===== src/rtl/mem_pkg.sv =====
// Shared definitions for the memory responder slice.
// - Handshake FSM state encoding.
// - Default word/address widths and the wait-state counter width.
// - r_wbar encoding: RD = 1, WR = 0.
package mem_pkg;

  localparam int unsigned MEM_DATA_W = 16;
  localparam int unsigned MEM_ADDR_W = 5;
  // Wide enough for WAIT_STATES up to 15.
  localparam int unsigned CNT_W      = 4;

  localparam logic RD = 1'b1;
  localparam logic WR = 1'b0;

  typedef enum logic [1:0] {
    IDLE,
    WAIT,
    RESP,
    HOLD
  } mem_state_e;

endpackage


===== src/rtl/mem_array.sv =====
// Single-port word store: synchronous write, registered read.
// Optional feature macro: MEM_PARITY_EN adds one even-parity bit per word,
// generated on write and checked on read.
// Ports:
//   clock  in   clock
//   we     in   write enable (word written at posedge)
//   re     in   read enable (rdata/rerr registered at posedge)
//   addr   in   word address; caller only enables for addr < DEPTH
//   wdata  in   write data
//   rdata  out  registered read data
//   rerr   out  registered parity mismatch flag (constant 0 without parity)
module mem_array
  import mem_pkg::*;
#(
  parameter int unsigned DATA_W = MEM_DATA_W,
  parameter int unsigned ADDR_W = MEM_ADDR_W,
  parameter int unsigned DEPTH  = 32
) (
  input  logic              clock,
  input  logic              we,
  input  logic              re,
  input  logic [ADDR_W-1:0] addr,
  input  logic [DATA_W-1:0] wdata,
  output logic [DATA_W-1:0] rdata,
  output logic              rerr
);

`ifdef MEM_PARITY_EN
  // MSB of each entry holds the parity bit so the whole entry XORs to 0.
  logic [DATA_W:0] mem [DEPTH];

  always_ff @(posedge clock) begin
    if (we) begin
      mem[addr] <= {^wdata, wdata};
    end
    if (re) begin
      rdata <= mem[addr][DATA_W-1:0];
      rerr  <= ^mem[addr];
    end
  end
`else
  logic [DATA_W-1:0] mem [DEPTH];

  always_ff @(posedge clock) begin
    if (we) begin
      mem[addr] <= wdata;
    end
    if (re) begin
      rdata <= mem[addr];
    end
  end

  assign rerr = 1'b0;
`endif

endmodule


===== src/rtl/memory_responder.sv =====
// Memory-side end of the execution unit's bus. Accepts one request at a time
// via req/ack, inserts WAIT_STATES cycles of latency, then performs the access
// on the word store and pulses ack for one cycle.
// Optional feature macro: MEM_PARITY_EN (parity-checked reads, see mem_array).
// Ports:
//   clock    in   single clock
//   reset_n  in   synchronous active-low reset
//   req      in   request, held until ack is seen
//   r_wbar   in   1 = read, 0 = write; sampled at accept
//   eab      in   word address; sampled at accept
//   edb_wr   in   write data; sampled at accept
//   edb_rd   out  read data, valid while ack = 1, otherwise 0
//   ack      out  one-cycle completion pulse
//   err      out  out-of-range / parity error, valid while ack = 1
//   busy     out  high whenever the FSM is not idle
module memory_responder
  import mem_pkg::*;
#(
  parameter int unsigned DATA_W      = MEM_DATA_W,
  parameter int unsigned ADDR_W      = MEM_ADDR_W,
  parameter int unsigned DEPTH       = 32,
  parameter int unsigned WAIT_STATES = 1
) (
  input  logic              clock,
  input  logic              reset_n,
  input  logic              req,
  input  logic              r_wbar,
  input  logic [ADDR_W-1:0] eab,
  input  logic [DATA_W-1:0] edb_wr,
  output logic [DATA_W-1:0] edb_rd,
  output logic              ack,
  output logic              err,
  output logic              busy
);

  // One extra bit so DEPTH == 2**ADDR_W is representable.
  localparam logic [ADDR_W:0]  DEPTH_L = (ADDR_W + 1)'(DEPTH);
  localparam logic [CNT_W-1:0] WAIT_L  = CNT_W'(WAIT_STATES);

  mem_state_e        state_q, state_d;
  logic [CNT_W-1:0]  cnt_q;
  logic [ADDR_W-1:0] addr_q;
  logic [DATA_W-1:0] data_q;
  logic              rd_q;

  logic              in_range;
  logic              access;
  logic              we, re;
  logic [DATA_W-1:0] rdata;
  logic              rerr;

  assign in_range = ({1'b0, addr_q} < DEPTH_L);
  assign access   = (state_q == WAIT) && (cnt_q == '0);
  // Gating with reset_n keeps a reset on the WAIT->RESP edge from committing.
  assign we       = reset_n && access && (rd_q == WR) && in_range;
  assign re       = reset_n && access && (rd_q == RD) && in_range;

  mem_array #(
    .DATA_W (DATA_W),
    .ADDR_W (ADDR_W),
    .DEPTH  (DEPTH)
  ) u_mem_array (
    .clock (clock),
    .we    (we),
    .re    (re),
    .addr  (addr_q),
    .wdata (data_q),
    .rdata (rdata),
    .rerr  (rerr)
  );

  // State register.
  always_ff @(posedge clock) begin
    if (!reset_n) begin
      state_q <= IDLE;
    end else begin
      state_q <= state_d;
    end
  end

  // Next-state logic.
  always_comb begin
    state_d = state_q;
    unique case (state_q)
      IDLE: if (req) state_d = WAIT;
      WAIT: if (cnt_q == '0) state_d = RESP;
      RESP: state_d = req ? HOLD : IDLE;
      HOLD: if (!req) state_d = IDLE;
      default: state_d = IDLE;
    endcase
  end

  // Request latch and wait-state counter.
  always_ff @(posedge clock) begin
    if (!reset_n) begin
      cnt_q  <= '0;
      addr_q <= '0;
      data_q <= '0;
      rd_q   <= RD;
    end else if ((state_q == IDLE) && req) begin
      cnt_q  <= WAIT_L;
      addr_q <= eab;
      data_q <= edb_wr;
      rd_q   <= r_wbar;
    end else if ((state_q == WAIT) && (cnt_q != '0)) begin
      cnt_q <= cnt_q - 1'b1;
    end
  end

  // Outputs. rerr is stale on writes, so it only counts for reads.
  always_comb begin
    ack    = (state_q == RESP);
    busy   = (state_q != IDLE);
    err    = ack && (!in_range || ((rd_q == RD) && rerr));
    edb_rd = '0;
    if (ack && (rd_q == RD) && in_range) begin
      edb_rd = rdata;
    end
  end

endmodule


===== config.mk =====
export PLATFORM = sky130hd
export DESIGN_NAME = memory_responder
export DESIGN_NICKNAME = d
export VERILOG_FILES = /design/src/rtl/mem_pkg.sv /design/src/rtl/mem_array.sv /design/src/rtl/memory_responder.sv
export SDC_FILE = /design/constraint.sdc
export NUM_CORES = 1
export LEC_CHECK = 0
export BUFFER_PORTS_ARGS = -buffer_cell sky130_fd_sc_hd__clkbuf_2
export CORE_MARGIN = 3
export CORE_UTILIZATION = 61
export CTS_CLUSTER_DIAMETER = 40
export DETAILED_ROUTE_END_ITERATION = 10
export GPL_TIMING_DRIVEN = 0
export PLACE_DENSITY = 0.79
export SLEW_MARGIN = 20
export SYNTH_ARGS = -nofsm -noshare
export SYNTH_HDL_FRONTEND = slang
export SYNTH_SLANG_ARGS = --single-unit
export TNS_END_PERCENT = 50

===== constraint.sdc =====
create_clock -name clock -period 6.5 [get_ports clock]
set_input_delay 1.3 -clock clock [delete_from_list [all_inputs] [get_ports clock]]
set_output_delay 1.3 -clock clock [all_outputs]
set_load 0.05 [all_outputs]

* Word-level counts from Yosys, hierarchy flattened
Memory sizes are Yosys's and may differ from the RTL's. A register that Yosys moved wholly into a read port is not among the register bits.
Cells that the tools add are included.
** Word-level totals
- Register bits after elaboration :: 28
- RAM bits :: 512
- Input bits :: 25
- Output and inout port bits :: 19
- Memories kept :: 1
** Operators by class
- Add/subtract/negate cells :: 1
- Equality and inequality tests :: 6
- Mux-type cells :: 10
- Bitwise gates (word level) :: 2
- Reductions and logical operators :: 14
** Memory list
- u_mem_array.mem :: depth 32, width 16, read ports 1, clocked after Yosys merged registers in 1, write ports 1, line mem_array.sv:42 : logic [DATA_W-1:0] mem [DEPTH];
** Operators by type and width (count)
- 16-bit two-way mux :: 1
- 2-bit two-way mux :: 4
- 2-bit case mux with 4 select lines :: 1
- 1-bit logical AND :: 7
- 2-bit == test (second input constant) :: 2
- 4-bit logical NOT :: 1
- 1-bit two-way mux :: 4
- 2-bit != test (second input constant) :: 2
- 2-bit nonzero test :: 2
- 4-bit nonzero test :: 1
- 4-bit by 1-bit subtractor with 4-bit output (second input constant) :: 1
- 3-bit AND reduction :: 1
- 2-bit by 1-bit == test with 1-bit output (second input constant) :: 1
- 2-bit logical NOT :: 1
- 2-bit by 1-bit != test with 1-bit output (second input constant) :: 1
- 1-bit inverter :: 2
- 2-bit OR reduction :: 1

* Depth between registers and ports, before layout
Gate-level depths: netlist (run 1).
- Depth after elaboration :: 6
- Mapped depth :: 7
- Gate-level depth less buffers :: 6

* By module
Synthesis (run 1) repeated with hierarchy kept, for this count alone.
** Second synthesis, totals
- Cells, all modules :: 1242
- Area, all modules :: 21415.5 um2
** By module, submodules not included
- mem_array :: times used 1, cells each 1088, area an instance 20220.6 um2, sequential area each 15855.2 um2
- memory_responder :: times used 1, cells each 154, area an instance 1194.9 um2, sequential area each 560.5 um2

* Worst setup path after synthesis (run 1)
Ideal clock, no wire load.
- Path type :: in2reg
- Start point :: in reset_n
- End point :: mem u_mem_array.mem[12][0] (netlist name), enable pin
- Arrival time :: 3.358 ns
- Data required time :: 6.091 ns
- Setup slack :: 2.733 ns
- Stages on the path :: 5
- Buffers on the path :: 2
- Cells stage by stage :: clkbuf_1 nand4_1 or4_1 buf_2 nor3_1
** On the way
- Longest elaborated chain between the ends :: 4
** Ends and longest elaborated chain
- from (decl) :: line memory_responder.sv:25 : input logic reset_n,
- 1-bit logical AND (2 in series) :: line memory_responder.sv:55 : assign we = reset_n && access && (rd_q == WR) && in_range;
- 1-bit two-way mux :: line mem_array.sv:45 : if (we) begin
- 1-bit two-way mux (not written as such) :: line mem_array.sv:46 : mem[addr] <= wdata;
- to (decl) :: line mem_array.sv:42
Every way passes these cells.

* Worst setup path after layout (run 1)
- Start point :: reg state_q[1]
- End point :: out edb_rd[5]
** On the way
- Longest elaborated chain between the ends :: 3
** Ends and longest elaborated chain
- from (decl) :: line memory_responder.sv:40 : mem_state_e state_q, state_d;
- from (signal assigned) :: line memory_responder.sv:77 : state_q <= state_d;
- 2-bit == test :: line memory_responder.sv:112 : ack = (state_q == RESP);
- 1-bit logical AND :: line memory_responder.sv:116 : if (ack && (rd_q == RD) && in_range) begin
- 16-bit two-way mux :: line memory_responder.sv:116
- to (decl) :: line memory_responder.sv:30 : output logic [DATA_W-1:0] edb_rd,
Every way passes these cells.

==> results.json, run 1 <==
{
  "hp-class": "flip-flop to flip-flop",
  "ys_ff_latch": 556,
  "synth_area_um2": 21500,
  "peakVddDrop_mv": 0.210,
  "gp_congestion": 0.957,
  "rsz0062_at_grt": "no",
  "synth_nets": 1267,
  "multi_input_area_um2": 4760,
  "drive_gt1_share_pct": 18.8,
  "die_w_um": 194,
  "dp_hpwl_um": 31200,
  "worst_slew_pin_slew_ns": 0.983,
  "finalCritPeriodShare_pct": 58.7,
  "drt-initial-drc-count": 1410,
  "synthFlopType": "edfxtp_1",
  "cpMaxStageDelayCell": "nor2b_1",
  "path_max_fanout": 10,
  "skew_ns": 0.0120,
  "relSlewSlack_pct": 34.3,
  "regToRegSetupSlack_ns": 3.48,
  "vias": 11800,
  "yosysUniqueCellTypes": 42,
  "rr_endpoint": "u_mem_array.mem[31][9]$_DFFE_PP_",
  "hold_end": "state_q[1]$_SDFFE_PN0P_",
  "grt_first_pass_wirelength_um": 72000,
  "cts_root_buf": "clkbuf_16",
  "synthCells": 1241,
  "nNetsFinal": 1381,
  "power_density_nw_per_um2": 306,
  "drv_slew": 0,
  "cp-start-kind": "flip-flop",
  "arrival_ns": 2.52,
  "ys_seq_area_share_pct": 76.2,
  "rr_worst_depth": 4,
  "power_leakage_nw": 8.22,
  "drc": 0,
  "cts_setup_buffers": 0,
  "fin_cells": 1854,
  "wl_per_cell_um": 26.3,
  "max_cap_viol_count": 0,
  "cts_sinks": 556,
  "numCtsBuffers": 55,
  "placed_cell_area_um2": 22600,
  "start_util_pct": 62.2,
  "cts_max_level": 2,
  "cts_buffer_depth": 3,
  "finalHoldViolCount": 0,
  "dp.cells": 1753,
  "antenna_left": 0,
  "die_y_um": 194,
  "cts_tree": "done",
  "power_mw": 7.45,
  "port_buffers": 41,
  "first_global_vias": 11500,
  "hp-start": "state_q[1]$_SDFFE_PN0P_",
  "seq_area_um2": 16400,
  "worstReg2RegStart": "addr_q[4]$_SDFFE_PN0P_",
  "antennaDiodeCount": 0,
  "finalSetupTns_ns": 0,
  "track_usage_pct": 25.7,
  "async_reset_ff_share_pct": 0,
  "dr.pass1.iters": 5,
  "top_level_ports": 44,
  "post_cts_resize_count": 0,
  "wl_um": 48800,
  "synth_warnings": 0,
  "antenna_found_initial": 0,
  "die_area_um2": 37600,
  "final_area_um2": 24300,
  "path_clk_slew_ns": 0.06,
  "critical-path-max-stage-delay_ns": 0.79,
  "synth-edff-count": 528,
  "hold_depth": 2,
  "clock_latency_ns": 0.57,
  "critical_path_required_ns": 5.20,
  "cts_hold_buffers": 0,
  "synth.avg_cell_area_um2": 17.4,
  "fillers": 2048,
  "routed_via_density": 6.37,
  "outcome": "finished clean",
  "period_needed_ns": 3.82,
  "setup-violations-final": 0,
  "rows": 68,
  "areaGrowthSynthToFinish_pct": 13.1,
  "core_area_um2": 34600,
  "crit_chain": "nor2b_1 > clkbuf_1 > and3_1 > clkbuf_2",
  "endpoint_kind": "output port",
  "critPathKind": "flip-flop to output port",
  "grt_max_degree": 34,
  "grt_overflow": 0,
  "max_freq_mhz": 262
}
-- power by group --
part,switching (mW),internal (mW)
logic,0.248,0.139
registers,0.0897,3.96
clock network,1.29,1.72
-- metal layers --
metal  vias up  global-route usage [%]  wire length, um
met2       720                    38.7            22000
met1      5821                    37.6            19700
met3        94                    7.38             5780
li1       5170                       -                -
met5         -                       0                0
met4         0                    7.26             1390
-- cells in the mapped netlist (5+ instances only) --
cell	number	share of area, %
edfxtp_1	528	74
clkbuf_2	8	0.19
mux2i_1	256	12
clkbuf_1	13	0.23
nor4_1	32	0.93
dfxtp_1	28	2.6
buf_2	44	1.0
and3_1	16	0.46
nand2_1	65	1.1
nor2_1	34	0.59
nand4bb_1	6	0.31
buf_6	7	0.37
a21boi_0	23	0.80
buf_4	5	0.17
o22ai_1	128	3.7
-- state kept, by name, indices dropped and copies added, names as in the netlist --
register,flops
addr_q,5
cnt_q,4
data_q,16
rd_q,1
state_q,2
u_mem_array.mem,512
u_mem_array.rdata,16
-- worst max path at each step --
stage / from / slack [ns] / depth (start not counted) / endpoint
finish: state_q[1]$_SDFFE_PN0P_ / 2.68 / 4 / edb_rd[5]
global route: state_q[1]$_SDFFE_PN0P_ / 2.57 / 4 / edb_rd[7]
CTS: state_q[1]$_SDFFE_PN0P_ / 2.78 / 4 / edb_rd[5]
detailed placement: reset_n / 2.85 / 5 / u_mem_array.mem[24][10]$_DFFE_PP_
global placement: reset_n / 1.74 / 5 / u_mem_array.mem[12][9]$_DFFE_PP_
floorplan: reset_n / 2.73 / 5 / u_mem_array.mem[12][0]$_DFFE_PP_
-- logic make-up (layout without fill, tap and decap cells) --
group           after synthesis  after routing  share of synthesized area, %
compound gates              154            154                          4.62
xor+xnor                      3              3                         0.122
fa+ha+maj                     1              1                        0.0581
buf+inv                      82            240                          2.12
flops                       556            556                          76.2
mux                         256            256                          11.9
other cells                   1              1                        0.0174
simple gates                188            188                          4.93
-- cell type report --
cell class                      instances  share of cell area [%]
Clock buffer                           73                    6.19
Tap cell                              455                    2.34
Buffer                                 78                    1.81
Multi-Input combinational cell        603                    19.5
Sequential cell                       556                    67.5
Inverter                                4                  0.0617
Clock inverter                         28                   0.935
Timing Repair Buffer                   57                    1.61
-- stage by stage --
step | setup WS [ns] | utilization, % | hold slack (ns)
after floorplan | 2.73 | - | 0.456
after global placement | 1.74 | 64.4 | 0.467
after detailed placement | 2.85 | 65.3 | 0.495
after CTS | 2.78 | 70.3 | 0.494
after global routing | 2.57 | 70.3 | 0.542
final | 2.68 | 70.3 | 0.493
-- placed cells by master (no fill, tap or decap), types with 2 or more instances in the layout --
cell        instances
a21boi_0           23
and3_1             16
buf_2              44
buf_4               8
buf_6              15
buf_8               6
bufinv_16           2
clkbuf_1           27
clkbuf_16          57
clkbuf_2           49
clkbuf_8            2
clkinv_1            6
clkinv_2            7
clkinv_4            6
clkinvlp_4          3
dfxtp_1            12
dfxtp_2            16
edfxtp_1          528
inv_1               4
inv_6               2
mux2i_1           256
nand2_1            65
nand3_1             4
nand3b_1            2
nand3b_4            2
nand4_1             2
nand4b_2            4
nand4bb_1           6
nor2_1              5
nor2_2             29
nor2b_1             2
nor3_2              3
nor4_1             32
o22ai_1           128
or3b_2              2
or4b_1              4
xor2_1              2
-- critical path: cells and delay by family (launching register included) --
kind / cells / cell delay [ns]
buffers and inverters: 2 / 0.58
AND/OR/NAND/NOR: 2 / 0.99
flip-flops: 1 / 0.37
(Power assumes the default switching activity.)
==> run 2: changes to the inputs <==
Settings changed: CORE_UTILIZATION 61 to 56, PLACE_DENSITY 0.79 to 0.76.
Clock period 6.5 ns to 3.2 ns, I/O delays scaled along.
==> run 2 against run 1 <==
- design area is 0.95% higher
- largest power group unchanged
- critical endpoint is now u_mem_array.rdata[7]$_DFFE_PP_
- via count about the same
- critical path depth increased by 2
- largest cell class unchanged
- highest routed layer is now met5
- clock skew increased by 0.014 ns
- non-clock buffer count rose by 6
==> results.json, run 2 (same netlist as run 1, synthesis figures left out) <==
{
  "top_level_ports": 44,
  "final_area_um2": 24600,
  "power_leakage_nw": 8.30,
  "first_global_vias": 11500,
  "drive_gt1_share_pct": 19.5,
  "rsz0062_at_grt": "no",
  "numCtsBuffers": 56,
  "start_util_pct": 57.0,
  "vias": 11800,
  "fillers": 2538,
  "clock_latency_ns": 0.60,
  "dp_hpwl_um": 31800,
  "finalSetupTns_ns": 0,
  "cts_max_level": 2,
  "grt_first_pass_wirelength_um": 72800,
  "die_y_um": 202,
  "utilization_pct": 65.1,
  "grt_max_degree": 34,
  "antennaDiodeCount": 0,
  "wl_um": 48700,
  "placed_cell_area_um2": 22700,
  "gp_congestion": 0.929,
  "outcome": "finished clean",
  "power_density_nw_per_um2": 628,
  "cts_root_buf": "clkbuf_16",
  "layout_commonest_cell": "edfxtp_1",
  "drv_slew": 0,
  "track_usage_pct": 23.9,
  "die_area_um2": 40800,
  "setup-violations-final": 0,
  "rows": 71,
  "endpoint_kind": "flip-flop",
  "max_freq_mhz": 331,
  "cts_tree": "done",
  "peakVddDrop_mv": 0.419,
  "critical_path_required_ns": 3.46,
  "drt-initial-drc-count": 1458,
  "relSlewSlack_pct": 27.5,
  "crit_chain": "nand4bb_1 > clkbuf_1 > buf_2 > o22ai_1 > nor4_1 > nand2_1",
  "core_area_um2": 37800,
  "layout_common_cells": "528 x edfxtp_1, 256 x mux2i_1, 128 x o22ai_1",
  "skew_ns": 0.0262,
  "path_max_fanout": 10,
  "critPathKind": "flip-flop to flip-flop",
  "finalCritPeriodShare_pct": 94.4,
  "period_needed_ns": 3.02,
  "path_clk_slew_ns": 0.06,
  "areaGrowthSynthToFinish_pct": 14.1,
  "nNetsFinal": 1388,
  "regMostFlops": "u_mem_array.mem",
  "cts_buffer_depth": 3,
  "top_regs": "u_mem_array.mem x512, data_q x16, u_mem_array.rdata x16",
  "cts_hold_buffers": 0,
  "hp-class": "input pin to flip-flop",
  "cpMaxStageDelayCell": "nor4_1",
  "grt_overflow": 0,
  "cp-start-kind": "flip-flop",
  "largest_reg_flops": 512,
  "finalHoldViolCount": 0,
  "critical-path-max-stage-delay_ns": 0.76,
  "antenna_left": 0,
  "cts_sinks": 556,
  "antenna_found_initial": 1,
  "cpLargestDelayFamily": "simple AND/OR/NAND/NOR gates",
  "dr.pass1.iters": 5,
  "worst_slew_pin_slew_ns": 1.09,
  "arrival_ns": 3.28,
  "wl_per_cell_um": 25.4,
  "max_cap_viol_count": 0,
  "cp.buffers_inverters": 2,
  "drc": 0,
  "routed_via_density": 6.16,
  "die_w_um": 202,
  "port_buffers": 41
}
==> run 2: changes by cell type in the layout (fill, tap and decap cells not counted), sizes merged <==
cell | previous run | this run
clkbuf | 135 | 128
inv | 8 | 9
clkinvlp | 3 | 5
clkinv | 19 | 21
bufinv | 2 | 6
buf | 73 | 79
==> run 2: cell type report <==
type | count | area [um2] | share of cell area (%)
repair buffers | 63 | 457 | 1.86
flip-flops and latches | 556 | 16400 | 66.9
plain buffers | 78 | 440 | 1.79
clock buffers | 66 | 1460 | 5.94
well taps | 511 | 639 | 2.60
inverters | 4 | 15.0 | 0.0611
multi-input cells | 603 | 4760 | 19.4
clock inverters | 37 | 369 | 1.50
==> run 2: routing by layer <==
| metal | GRT usage [%] | vias up | share of wire (%) |
|---|---|---|---|
| li1 | - | 5189 | - |
| met1 | 35.4 | 5883 | 41 |
| met2 | 36.4 | 646 | 45 |
| met3 | 5.60 | 88 | 11 |
| met4 | 6.14 | 2 | 2.7 |
| met5 | 0 | - | 0.025 |
==> run 2: path summary, 6_finish.rpt <==
check,cells past startpoint,slack (ns),to,startpoint
max reg2reg,6,0.18,u_mem_array.rdata[7]$_DFFE_PP_,addr_q[4]$_SDFFE_PN0P_
min reg2reg,2,0.50,state_q[1]$_SDFFE_PN0P_,state_q[1]$_SDFFE_PN0P_
min,3,0.27,data_q[7]$_SDFFE_PN0P_,edb_wr[7]
max,6,0.18,u_mem_array.rdata[7]$_DFFE_PP_,addr_q[4]$_SDFFE_PN0P_
==> run 2: worst min-delay path: cells and delay by family <==
family | cells | cell delay, ns
buffers and inverters | 1 | 0.08
AOI/OAI and AO/OA | 1 | 0.06
and+or+nand+nor | 1 | 0.04
==> run 2: power breakdown <==
| part | internal (mW) | switching, mW |
|---|---|---|
| Combinational | 0.282 | 0.500 |
| Clock | 3.76 | 2.67 |
| Sequential | 8.05 | 0.182 |
| Total | 12.1 | 3.35 |
==> run 2: repair_timing <==
item                       4_1_cts  5_1_grt
setup buffers                    0        0
hold endpoints to repair         0        0
setup endpoints to repair        0        9
resized for setup                0        1
==> run 2: metrics by stage <==
| stage | hold WS, ns | std cells | power, mW | setup slack, ns |
|---|---|---|---|---|
| after floorplan | 0.456 | 1241 | 8.80 | 0.0925 |
| after global placement | 0.466 | 1793 | 9.11 | -0.932 |
| after detailed placement | 0.488 | 1815 | 9.14 | 0.255 |
| after CTS | 0.252 | 1918 | 15.5 | 0.130 |
| after global routing | 0.274 | 1918 | 15.8 | 0.173 |
| final | 0.269 | 1918 | 15.4 | 0.178 |
